`src/rtl/mips_multicycle_ctrl.sv`:
```
// Main control FSM for the multicycle MIPS core: sequences fetch/decode/execute/memory/writeback.
// Optional feature macro: JAL_EN adds the JAL state (opcode 000011 writes PC+4 to $ra and jumps).
module mips_multicycle_ctrl (
   input  logic       clk,
   input  logic       rst_n,
   input  logic [5:0] Opcode,
   input  logic [5:0] Funct,
   input  logic       MemReady,
   output logic       IorD,
   output logic       MemWrite,
   output logic       IRWrite,
   output logic       PCWrite,
   output logic       Branch,
   output logic       BranchNe,
   output logic       RegWrite,
   output logic       ALUSrcA,
   output logic [1:0] RegDst,
   output logic [1:0] MemtoReg,
   output logic [1:0] ALUSrcB,
   output logic [1:0] PCSrc,
   output logic [2:0] ALUOp,
   output logic       IllegalOp
);

   typedef enum logic [3:0] {
      IDLE     = 4'd0,
      FETCH    = 4'd1,
      DECODE   = 4'd2,
      MEMADR   = 4'd3,
      MEMREAD  = 4'd4,
      MEMWB    = 4'd5,
      MEMWRITE = 4'd6,
      EXECUTE  = 4'd7,
      ALUWB    = 4'd8,
      BRANCH   = 4'd9,
      IMMEX    = 4'd10,
      IMMWB    = 4'd11,
      JUMP     = 4'd12,
      JR       = 4'd13,
      JAL      = 4'd14
   } state_t;

   typedef struct packed {
      logic       iorD;
      logic       memWrite;
      logic       pcWrite;
      logic       branch;
      logic       branchNe;
      logic       regWrite;
      logic       aluSrcA;
      logic [1:0] regDst;
      logic [1:0] memtoReg;
      logic [1:0] aluSrcB;
      logic [1:0] pcSrc;
      logic [2:0] aluOp;
   } ctrl_t;

   localparam logic [5:0] OP_RTYPE = 6'b000000;
   localparam logic [5:0] OP_J     = 6'b000010;
   localparam logic [5:0] OP_JAL   = 6'b000011;
   localparam logic [5:0] OP_BEQ   = 6'b000100;
   localparam logic [5:0] OP_BNE   = 6'b000101;
   localparam logic [5:0] OP_ADDI  = 6'b001000;
   localparam logic [5:0] OP_ANDI  = 6'b001100;
   localparam logic [5:0] OP_ORI   = 6'b001101;
   localparam logic [5:0] OP_LW    = 6'b100011;
   localparam logic [5:0] OP_SW    = 6'b101011;
   localparam logic [5:0] FN_JR    = 6'b001000;

   state_t state_q, state_d;
   ctrl_t  ctrl_q, ctrl_d;
   logic   illegal_q, illegal_d;
   logic   fetchGate;

   // Control word for a state; opcode-dependent fields use the IR, which is stable for the instruction.
   function automatic ctrl_t decodeCtrl(input state_t s, input logic [5:0] op);
      ctrl_t c;
      c = '0;
      case (s)
         FETCH:    c.aluSrcB = 2'b01;
         DECODE:   c.aluSrcB = 2'b11;
         MEMADR:   begin c.aluSrcA = 1'b1; c.aluSrcB = 2'b10; end
         MEMREAD:  c.iorD = 1'b1;
         MEMWB:    begin c.memtoReg = 2'b01; c.regWrite = 1'b1; end
         MEMWRITE: begin c.iorD = 1'b1; c.memWrite = 1'b1; end
         EXECUTE:  begin c.aluSrcA = 1'b1; c.aluOp = 3'b010; end
         ALUWB:    begin c.regDst = 2'b01; c.regWrite = 1'b1; end
         BRANCH: begin
            c.aluSrcA  = 1'b1;
            c.aluOp    = 3'b001;
            c.pcSrc    = 2'b01;
            c.branch   = (op == OP_BEQ);
            c.branchNe = (op == OP_BNE);
         end
         IMMEX: begin
            c.aluSrcA = 1'b1;
            c.aluSrcB = 2'b10;
            if (op == OP_ANDI)     c.aluOp = 3'b011;
            else if (op == OP_ORI) c.aluOp = 3'b100;
            else                   c.aluOp = 3'b000;
         end
         IMMWB:    c.regWrite = 1'b1;
         JUMP:     begin c.pcSrc = 2'b10; c.pcWrite = 1'b1; end
         JR:       begin c.aluSrcA = 1'b1; c.aluOp = 3'b010; c.pcWrite = 1'b1; end
`ifdef JAL_EN
         JAL: begin
            c.pcSrc    = 2'b10;
            c.pcWrite  = 1'b1;
            c.regDst   = 2'b10;
            c.memtoReg = 2'b10;
            c.regWrite = 1'b1;
         end
`endif
         default:  c = '0;
      endcase
      return c;
   endfunction

   // Next-state logic; an undecodable opcode returns to FETCH and flags IllegalOp for one cycle.
   always_comb begin
      state_d   = state_q;
      illegal_d = 1'b0;
      case (state_q)
         IDLE:     state_d = FETCH;
         FETCH:    if (MemReady) state_d = DECODE;
         DECODE: begin
            case (Opcode)
               OP_LW, OP_SW:               state_d = MEMADR;
               OP_RTYPE:                   state_d = EXECUTE;
               OP_BEQ, OP_BNE:             state_d = BRANCH;
               OP_ADDI, OP_ANDI, OP_ORI:   state_d = IMMEX;
               OP_J:                       state_d = JUMP;
`ifdef JAL_EN
               OP_JAL:                     state_d = JAL;
`endif
               default: begin
                  state_d   = FETCH;
                  illegal_d = 1'b1;
               end
            endcase
         end
         MEMADR:   state_d = (Opcode == OP_SW) ? MEMWRITE : MEMREAD;
         MEMREAD:  if (MemReady) state_d = MEMWB;
         MEMWRITE: if (MemReady) state_d = FETCH;
         EXECUTE:  state_d = (Funct == FN_JR) ? JR : ALUWB;
         IMMEX:    state_d = IMMWB;
         default:  state_d = FETCH;
      endcase
      ctrl_d = decodeCtrl(state_d, Opcode);
   end

   // Outputs are registered alongside the state so they decode the state the FSM is entering.
   always_ff @(posedge clk or negedge rst_n) begin
      if (!rst_n) begin
         state_q   <= IDLE;
         ctrl_q    <= '0;
         illegal_q <= 1'b0;
      end else begin
         state_q   <= state_d;
         ctrl_q    <= ctrl_d;
         illegal_q <= illegal_d;
      end
   end

   // The instruction fetch only commits in the cycle memory delivers the word.
   assign fetchGate = (state_q == FETCH) && MemReady;

   assign IorD      = ctrl_q.iorD;
   assign MemWrite  = ctrl_q.memWrite;
   assign IRWrite   = fetchGate;
   assign PCWrite   = ctrl_q.pcWrite | fetchGate;
   assign Branch    = ctrl_q.branch;
   assign BranchNe  = ctrl_q.branchNe;
   assign RegWrite  = ctrl_q.regWrite;
   assign ALUSrcA   = ctrl_q.aluSrcA;
   assign RegDst    = ctrl_q.regDst;
   assign MemtoReg  = ctrl_q.memtoReg;
   assign ALUSrcB   = ctrl_q.aluSrcB;
   assign PCSrc     = ctrl_q.pcSrc;
   assign ALUOp     = ctrl_q.aluOp;
   assign IllegalOp = illegal_q;

endmodule
```
`config.mk`:
```
export PLATFORM = sky130hd
export DESIGN_NAME = mips_multicycle_ctrl
export DESIGN_NICKNAME = d
export VERILOG_FILES = /design/src/rtl/mips_multicycle_ctrl.sv
export SDC_FILE = /design/constraint.sdc
export NUM_CORES = 1
export LEC_CHECK = 0
export ABC_AREA = 1
export CAP_MARGIN = 40
export CORE_MARGIN = 2
export CORE_UTILIZATION = 45
export CTS_BUF_LIST = sky130_fd_sc_hd__clkbuf_8
export DETAILED_ROUTE_END_ITERATION = 10
export PLACE_DENSITY = 0.86
export SKIP_CTS_REPAIR_TIMING = 1
export SLEW_MARGIN = 15
export SYNTH_ARGS = -nofsm -noshare
export SYNTH_HDL_FRONTEND = slang
export SYNTH_SLANG_ARGS = --single-unit
```
`constraint.sdc`:
```
create_clock -name clk -period 1.49 [get_ports clk]
set_clock_uncertainty 0.1 [all_clocks]
set_input_delay 0.298 -clock clk [delete_from_list [all_inputs] [get_ports clk]]
set_output_delay 0.298 -clock clk [all_outputs]
set_load 0.1 [all_outputs]
```
# --- Word level (Yosys, flattened, before mapping) ---
# Index checks and enable logic that the tools add are counted.
totals:
  latchBits: 0
  reg_bits: 23
  memories: 0
  mem_bits_ro: 0
  ramBits: 0
  elab_cells: 78
  input_bits: 15
  out_inout_bits: 20
classes:
  n_mux: 22
  n_reduce_logical: 12
  mul: 0
  bitwise_logic: 1
  n_div: 0
  n_addsub: 0
  n_eq_ne: 29
  order_cmp: 0
  shift: 0
op_table:
  columns: ["cell", "count"]
  rows:
  - ["4-bit by 3-bit == test with 1-bit output (second input constant)", 7]
  - ["4-bit == test (second input constant)", 7]
  - ["4-bit case mux with 7 select lines", 1]
  - ["6-bit by 4-bit == test with 1-bit output (second input constant)", 4]
  - ["4-bit case mux with 5 select lines", 1]
  - ["4-bit by 2-bit == test with 1-bit output (second input constant)", 4]
  - ["6-bit by 3-bit == test with 1-bit output (second input constant)", 2]
  - ["6-bit == test (second input constant)", 2]
  - ["4-bit two-way mux", 3]
  - ["2-bit OR reduction", 6]
  - ["1-bit two-way mux", 9]
  - ["3-bit two-way mux", 3]
  - ["3-bit case mux with 3 select lines", 1]
  - ["9-bit OR reduction", 1]
  - ["4-bit by 1-bit == test with 1-bit output (second input constant)", 2]
  - ["6-bit by 2-bit == test with 1-bit output (second input constant)", 1]
  - ["6-bit zero test", 1]
  - ["2-bit case mux with 3 select lines", 1]
  - ["3-bit OR reduction", 2]
  - ["5-bit OR reduction", 1]
  - ["2-bit two-way mux", 2]
  - ["2-bit case mux with 2 select lines", 1]
  - ["1-bit logical AND", 1]
  - ["1-bit bitwise OR", 1]

# --- Logic depth before layout (Yosys ltp) ---
# Gate-level depths: netlist of the first run.
logic_depth:
  depth_word: 7
  mapped_depth: 13
  ltp_nobuf: 12

# --- Least setup slack after synthesis of the first run ---
# Ideal clock, no wire load.
synth_timing:
  kind: "register to output"
  from: "register state_q[2]"
  to: "output port PCWrite"
  path_slack_ns: -0.849
  path_buffers: 0
  path_stages_with_launch: 5
  required_time_ns: 1.092
  arrival_ns: 1.941
  cell_sequence: "dfrtp_1 nor2_1 nand4_1 inv_1 or2_2"
synth_via:
  elab_chain_cells: 3
synth_lines:
  columns: ["item", "line", "source"]
  rows:
  - ["start, declared", "70", "state_t state_q, state_d;"]
  - ["start signal, assigned", "159", "state_q <= state_d;"]
  - ["4-bit by 1-bit == test with 1-bit output", "166", "assign fetchGate = (state_q == FETCH) && MemReady;"]
  - ["1-bit logical AND", "166", null]
  - ["via IRWrite", "11", "output logic IRWrite,"]
  - ["1-bit bitwise OR", "171", "assign PCWrite = ctrl_q.pcWrite | fetchGate;"]
  - ["end, declared", "12", "output logic PCWrite,"]
# The timed path passes the listed nets, and every way through them passes these cells.

# --- Worst setup path after layout of the first run ---
layout_timing:
  from: "register state_q[0]"
  to: "output port PCWrite"
layout_via:
  elab_chain_cells: 3
layout_lines:
  columns: ["item", "line"]
  rows:
  - ["4-bit by 1-bit == test with 1-bit output", "166"]
  - ["1-bit logical AND", "166"]
  - ["1-bit bitwise OR", "171"]
# No other way between the ends.

==> flow_summary.toml, run 1 <==
[yosys]
syn_area_um2 = 1354
yosysTopAreaCell = "dfrtp_1"
synth_cell_types = 25
ys_ff_latch = 21
synth.area.top_cells = "dfrtp_1 (39%), nor2_1 (8.6%), buf_4 (6.7%)"
postSynthAreaPerCell_um2 = 7.871
synthCells = 172
ys.warnings.count = 0
yosys.area.top_type_share = 0.3882
seq_area_frac_synth = 0.3882

[routing]
finalWirelength_um = 5540
vias_per_cell = 5.722
drc = 4
dr_total_vias = 1562
drtIter0Drc = 72
dr.pass1.iters = 7
wl_per_cell_um = 20.29
ant_nets = 0

[pwr]
peakVddDrop_mv = 1.227
power_mw = 4.962
power.density_nw_per_um2 = 1932
p_leak_nw = 1.268

[floorplan]
die_h_um = 58.85
core_um2 = 2805
initial_core_util = 0.4826
pin_count = 35
rows = 19
die_w_um = 58.85
dieArea_um2 = 3463

[outcome]
status = "complete, but fails checks"
failed_checks = "DRC, setup timing"

[cts]
cts_root_buf = "clkbuf_8"
path_clk_slew_ns = 0.09
cts_tree = "done"
cts_sinks = 21
numCtsBuffers = 3
clk_latency_ns = 0.28
cts_buffer_depth = 2
h-tree-depth = 1

[worst_setup_path]
rr_worst_depth = 11
cp-start-kind = "flip-flop"
cp.required_ns = 1.09
criticalPathCategory = "reg2out"
crit_path_max_fanout = 6
arrival_ns = 1.55
crit_path_end_kind = "output pin"

[timing]
fin_crit_sh = 1.309
slew_violations = 0
hold_viol = 0
rsz0062_at_grt = "yes"
finalSetupTns_ns = -6.436
fin_ws_ns = -0.4603
final.min_clock_period_ns = 1.950
max_freq_ghz = 0.5127
setup-violations-final = 22

[global_routing]
grt_max_degree = 22
grt_usage = 0.1794
grt_overflow = 0
grt_pass1_vias = 1145
grt_pass1_wl_um = 4754
antenna_found_initial = 0

[layout]
antennaDiodeCount = 0
post_route_cells_drive_above_1_share = 0.6074
final_util = 0.9157
area_growth_pct = 89.74
nNetsFinal = 258

[placed_design]
place_hpwl_um = 2239
buffer_ports.inserted = 32
place.gp.congestion = 0.8820

[flow_run]
maxCapViolCount = 0

[hold_path]
hold_class = "in2async"
-- cell families after synthesis --
group | Yosys count | share of synthesized area
flops | 21 | 0.3882
buf+inv | 39 | 0.1433
other cells | 1 | 0.002770
compound gates | 6 | 0.02772
simple gates | 105 | 0.4381
-- layout by cell type, fill, tap and decap left out, types with 2 or more instances in the layout --
cell type,instances
nor3_1,3
dfrtp_1,17
buf_12,19
nand2_4,7
nand2_2,9
inv_2,7
clkdlybuf4s50_1,7
nor2_2,8
inv_1,15
nand3_4,7
nand2_1,14
nor3_4,2
nor2_4,15
buf_4,29
inv_4,3
o21ai_2,2
nand3_1,5
clkbuf_8,3
clkinvlp_4,2
buf_6,15
conb_1,2
dlymetal6s2s_1,7
dfrtp_2,4
nand4_1,4
nor2_1,18
nand3_2,7
-- power breakdown --
part           switching [mW]  internal [mW]  leakage [nW]
logic                    2.18           1.53         0.963
clock network           0.216          0.187        0.0255
registers               0.152          0.699         0.280
total                    2.55           2.41          1.27
-- stage by stage --
stage | area [um^2] | setup WS [ns] | cells | hold WS, ns
after CTS | 2068 | -0.4713 | 255 | 0.2811
after detailed placement | 2022 | -0.6157 | 251 | 0.5592
after global routing | 2569 | -0.5109 | 273 | 0.3148
final | 2569 | -0.4603 | 273 | 0.2779
after floorplan | 1374 | -0.5513 | 173 | -0.09759
after global placement | 2022 | -0.5752 | 251 | 0.5512
-- cell type report --
type                    instances  area [um^2]
flip-flops and latches         21        530.5
clock buffers                   3        41.29
inverters                      27        116.4
well taps                      31        38.79
multi-input cells             113        912.1
fillers                       102        236.5
repair buffers                 77        924.6
clock inverters                 1        5.005
-- synth_stat cells (all sizes together) --
cell and number:
a21oi 1, and2 1, buf 12, conb 1
dfrtp 21, inv 27, nand2 31, nand3 19
nand3b 1, nand4 5, nor2 41, nor3 5
nor4 1, o21ai 5, or2 1
-- state kept, by name, indices dropped and copies added (netlist names), 2 cells and up --
name / count
ALUOp: 3
ALUSrcB: 2
PCSrc: 2
state_q: 4
-- routing by layer --
metal	routed length [um]	track usage	up-vias	share of wire
li1	-	-	667	-
met1	1955	0.2219	738	0.35
met2	2818	0.3175	120	0.51
met3	358	0.008791	37	0.065
met4	408	0.08766	0	0.074
met5	0	0	-	0
-- path summary, 6_finish.rpt --
check,to,startpoint,slack [ns]
max in group asynchronous,state_q[2],rst_n,0.76
min,ALUOp[2],rst_n,0.28
min reg2reg,MemtoReg[0],state_q[1],0.81
min in group clk,BranchNe,Opcode[3],0.42
max reg2reg,ALUOp[1],state_q[2],-0.44
max,PCWrite,state_q[0],-0.46
-- critical path, stage by stage, from the launching register on --
cell        delay (ns)
dfrtp_2           0.48
nand4_1           0.23
clkinvlp_4        0.16
or2_4             0.25
buf_12            0.16
(Power assumes the default switching activity.)
==> run 2: changes to the inputs <==
--- a/config.mk
+++ b/config.mk
@@ -11,7 +11,7 @@
 export CORE_UTILIZATION = 45
 export CTS_BUF_LIST = sky130_fd_sc_hd__clkbuf_8
 export DETAILED_ROUTE_END_ITERATION = 10
-export PLACE_DENSITY = 0.86
+export PLACE_DENSITY_LB_ADDON = 0.08
 export SKIP_CTS_REPAIR_TIMING = 1
 export SLEW_MARGIN = 15
 export SYNTH_ARGS = -nofsm -noshare
==> run 2 against run 1 <==
Against the previous run:
- wire length fell by 16%
- clock power fell by 3%
- critical endpoint is now ALUOp[1]
- hold slack worse by 0.0021 ns
- final cell count fell by 1.8%
- the flow still finishes with violations (DRC, setup timing)
- die area did not move
- critical path type is now reg2reg
- utilization is 2.2 points lower
- sequential share of layout area increased by 0.47 points
- flip-flop and latch count did not move
- power decreased by 2.1%
- via count decreased by 8.7%
==> flow_summary.toml, run 2 (synthesis gave the netlist of run 1 again) <==
[timing]
slew_violations = 0
rsz0062_at_grt = "yes"
fin_ws_ns = -0.4312
final.min_clock_period_ns = 1.921
hold_viol = 0
finalSetupTns_ns = -5.984
max_freq_ghz = 0.5205
setup-violations-final = 22
fin_crit_sh = 1.289

[global_routing]
grt_overflow = 0
grt_usage = 0.1886
antenna_found_initial = 0
grt_pass1_vias = 1186
grt_max_degree = 22
grt_pass1_wl_um = 5016

[hold_path]
hold_class = "in2async"

[layout]
antennaDiodeCount = 0
final_common_cell = "buf_4"
regMostFlops = "state_q"
layout_common_cells = "buf_4 (28), buf_12 (19), dfrtp_1 (18)"
post_route_cells_drive_above_1_share = 0.6118
largest_reg_flops = 4
area_growth_pct = 85.12
nNetsFinal = 253
final_util = 0.8934
final-instance-count-excl-fill = 268

[floorplan]
dieArea_um2 = 3463
rows = 19
pin_count = 35
core_um2 = 2805
die_w_um = 58.85
die_h_um = 58.85
initial_core_util = 0.4826

[worst_setup_path]
cp.required_ns = 1.60
cp-start-kind = "flip-flop"
arrival_ns = 2.03
rrSetupSlack_ns = -0.43
crit_path_max_fanout = 5
crit_path_end_kind = "flip-flop"
criticalPathCategory = "reg2reg"

[pwr]
p_leak_nw = 1.250
power.density_nw_per_um2 = 1939
peakVddDrop_mv = 1.133
power_mw = 4.859

[routing]
drtIter0Drc = 67
ant_nets = 0
drc = 2
vias_per_cell = 5.321
dr.pass1.iters = 7
wl_per_cell_um = 17.29
finalWirelength_um = 4635
dr_total_vias = 1426

[placed_design]
place_ws_ns = -0.6215
place.gp.congestion = 0.8475
dp.cells = 250
buffer_ports.inserted = 32
place_hpwl_um = 2416

[flow_run]
maxCapViolCount = 0

[cts]
h-tree-depth = 1
clk_latency_ns = 0.26
cts_buffer_depth = 2
cts_tree = "done"
path_clk_slew_ns = 0.09
cts_root_buf = "clkbuf_8"
cts_sinks = 21
numCtsBuffers = 3

[outcome]
failed_checks = "DRC, setup timing"
status = "complete, but fails checks"
[run 2: changes by cell type in the layout (fill, tap and decap cells not counted), sizes merged]
cell,previous run,this run
clkinvlp,2,1
buf,63,58
inv,25,26
[run 2: metal layers]
layer / wire (um) / GRT usage / up-vias
met5: 0 / 0 / -
met1: 1851 / 0.2230 / 697
li1: - / - / 653
met4: 142 / 0.05844 / 0
met3: 176 / 0.01538 / 16
met2: 2464 / 0.3571 / 60
[run 2: layout make-up]
type	instances	area (um^2)
timing repair buffer	72	872.1
clock inverter	1	5.005
fill	127	299.0
tap	31	38.79
clock buffer	3	41.29
sequential	21	529.3
multi-input combinational	113	904.6
inverter	27	115.1
[run 2: path summary, 6_finish.rpt]
| check | startpoint | to | cells after the start |
|---|---|---|---|
| setup / recovery | state_q[3] | ALUOp[1] | 11 |
| hold / removal | rst_n | IllegalOp | 2 |
| setup reg to reg | state_q[3] | ALUOp[1] | 11 |
| hold reg to reg | state_q[1] | RegWrite | 3 |
| max in group asynchronous | rst_n | state_q[2] | 2 |
| min in group clk | Opcode[4] | Branch | 5 |
[run 2: worst max-delay path, stage by stage, from the launching register on]
cell and delay (ns):
dfrtp_1 0.44, nor2_2 0.13, nand4_1 0.21, buf_4 0.21, buf_6 0.10, nand3_2 0.06
nor2_2 0.04, nand2_2 0.15, nand3_4 0.13, nor2_2 0.11, nand2_1 0.09, nand2_1 0.09
[run 2: power breakdown]
group	leakage (nW)	switching (mW)	internal, mW
logic	0.943	2.10	1.52
registers	0.281	0.150	0.698
clock network	0.0255	0.203	0.186
total	1.25	2.46	2.40
[run 2: per-stage QoR]
stage / hold WS (ns) / cell area (um^2)
after floorplan: -0.09759 / 1374
after detailed placement: 0.5615 / 2027
after CTS: 0.2944 / 2073
final: 0.2759 / 2506
after global placement: 0.5549 / 2027
after global routing: 0.3121 / 2506
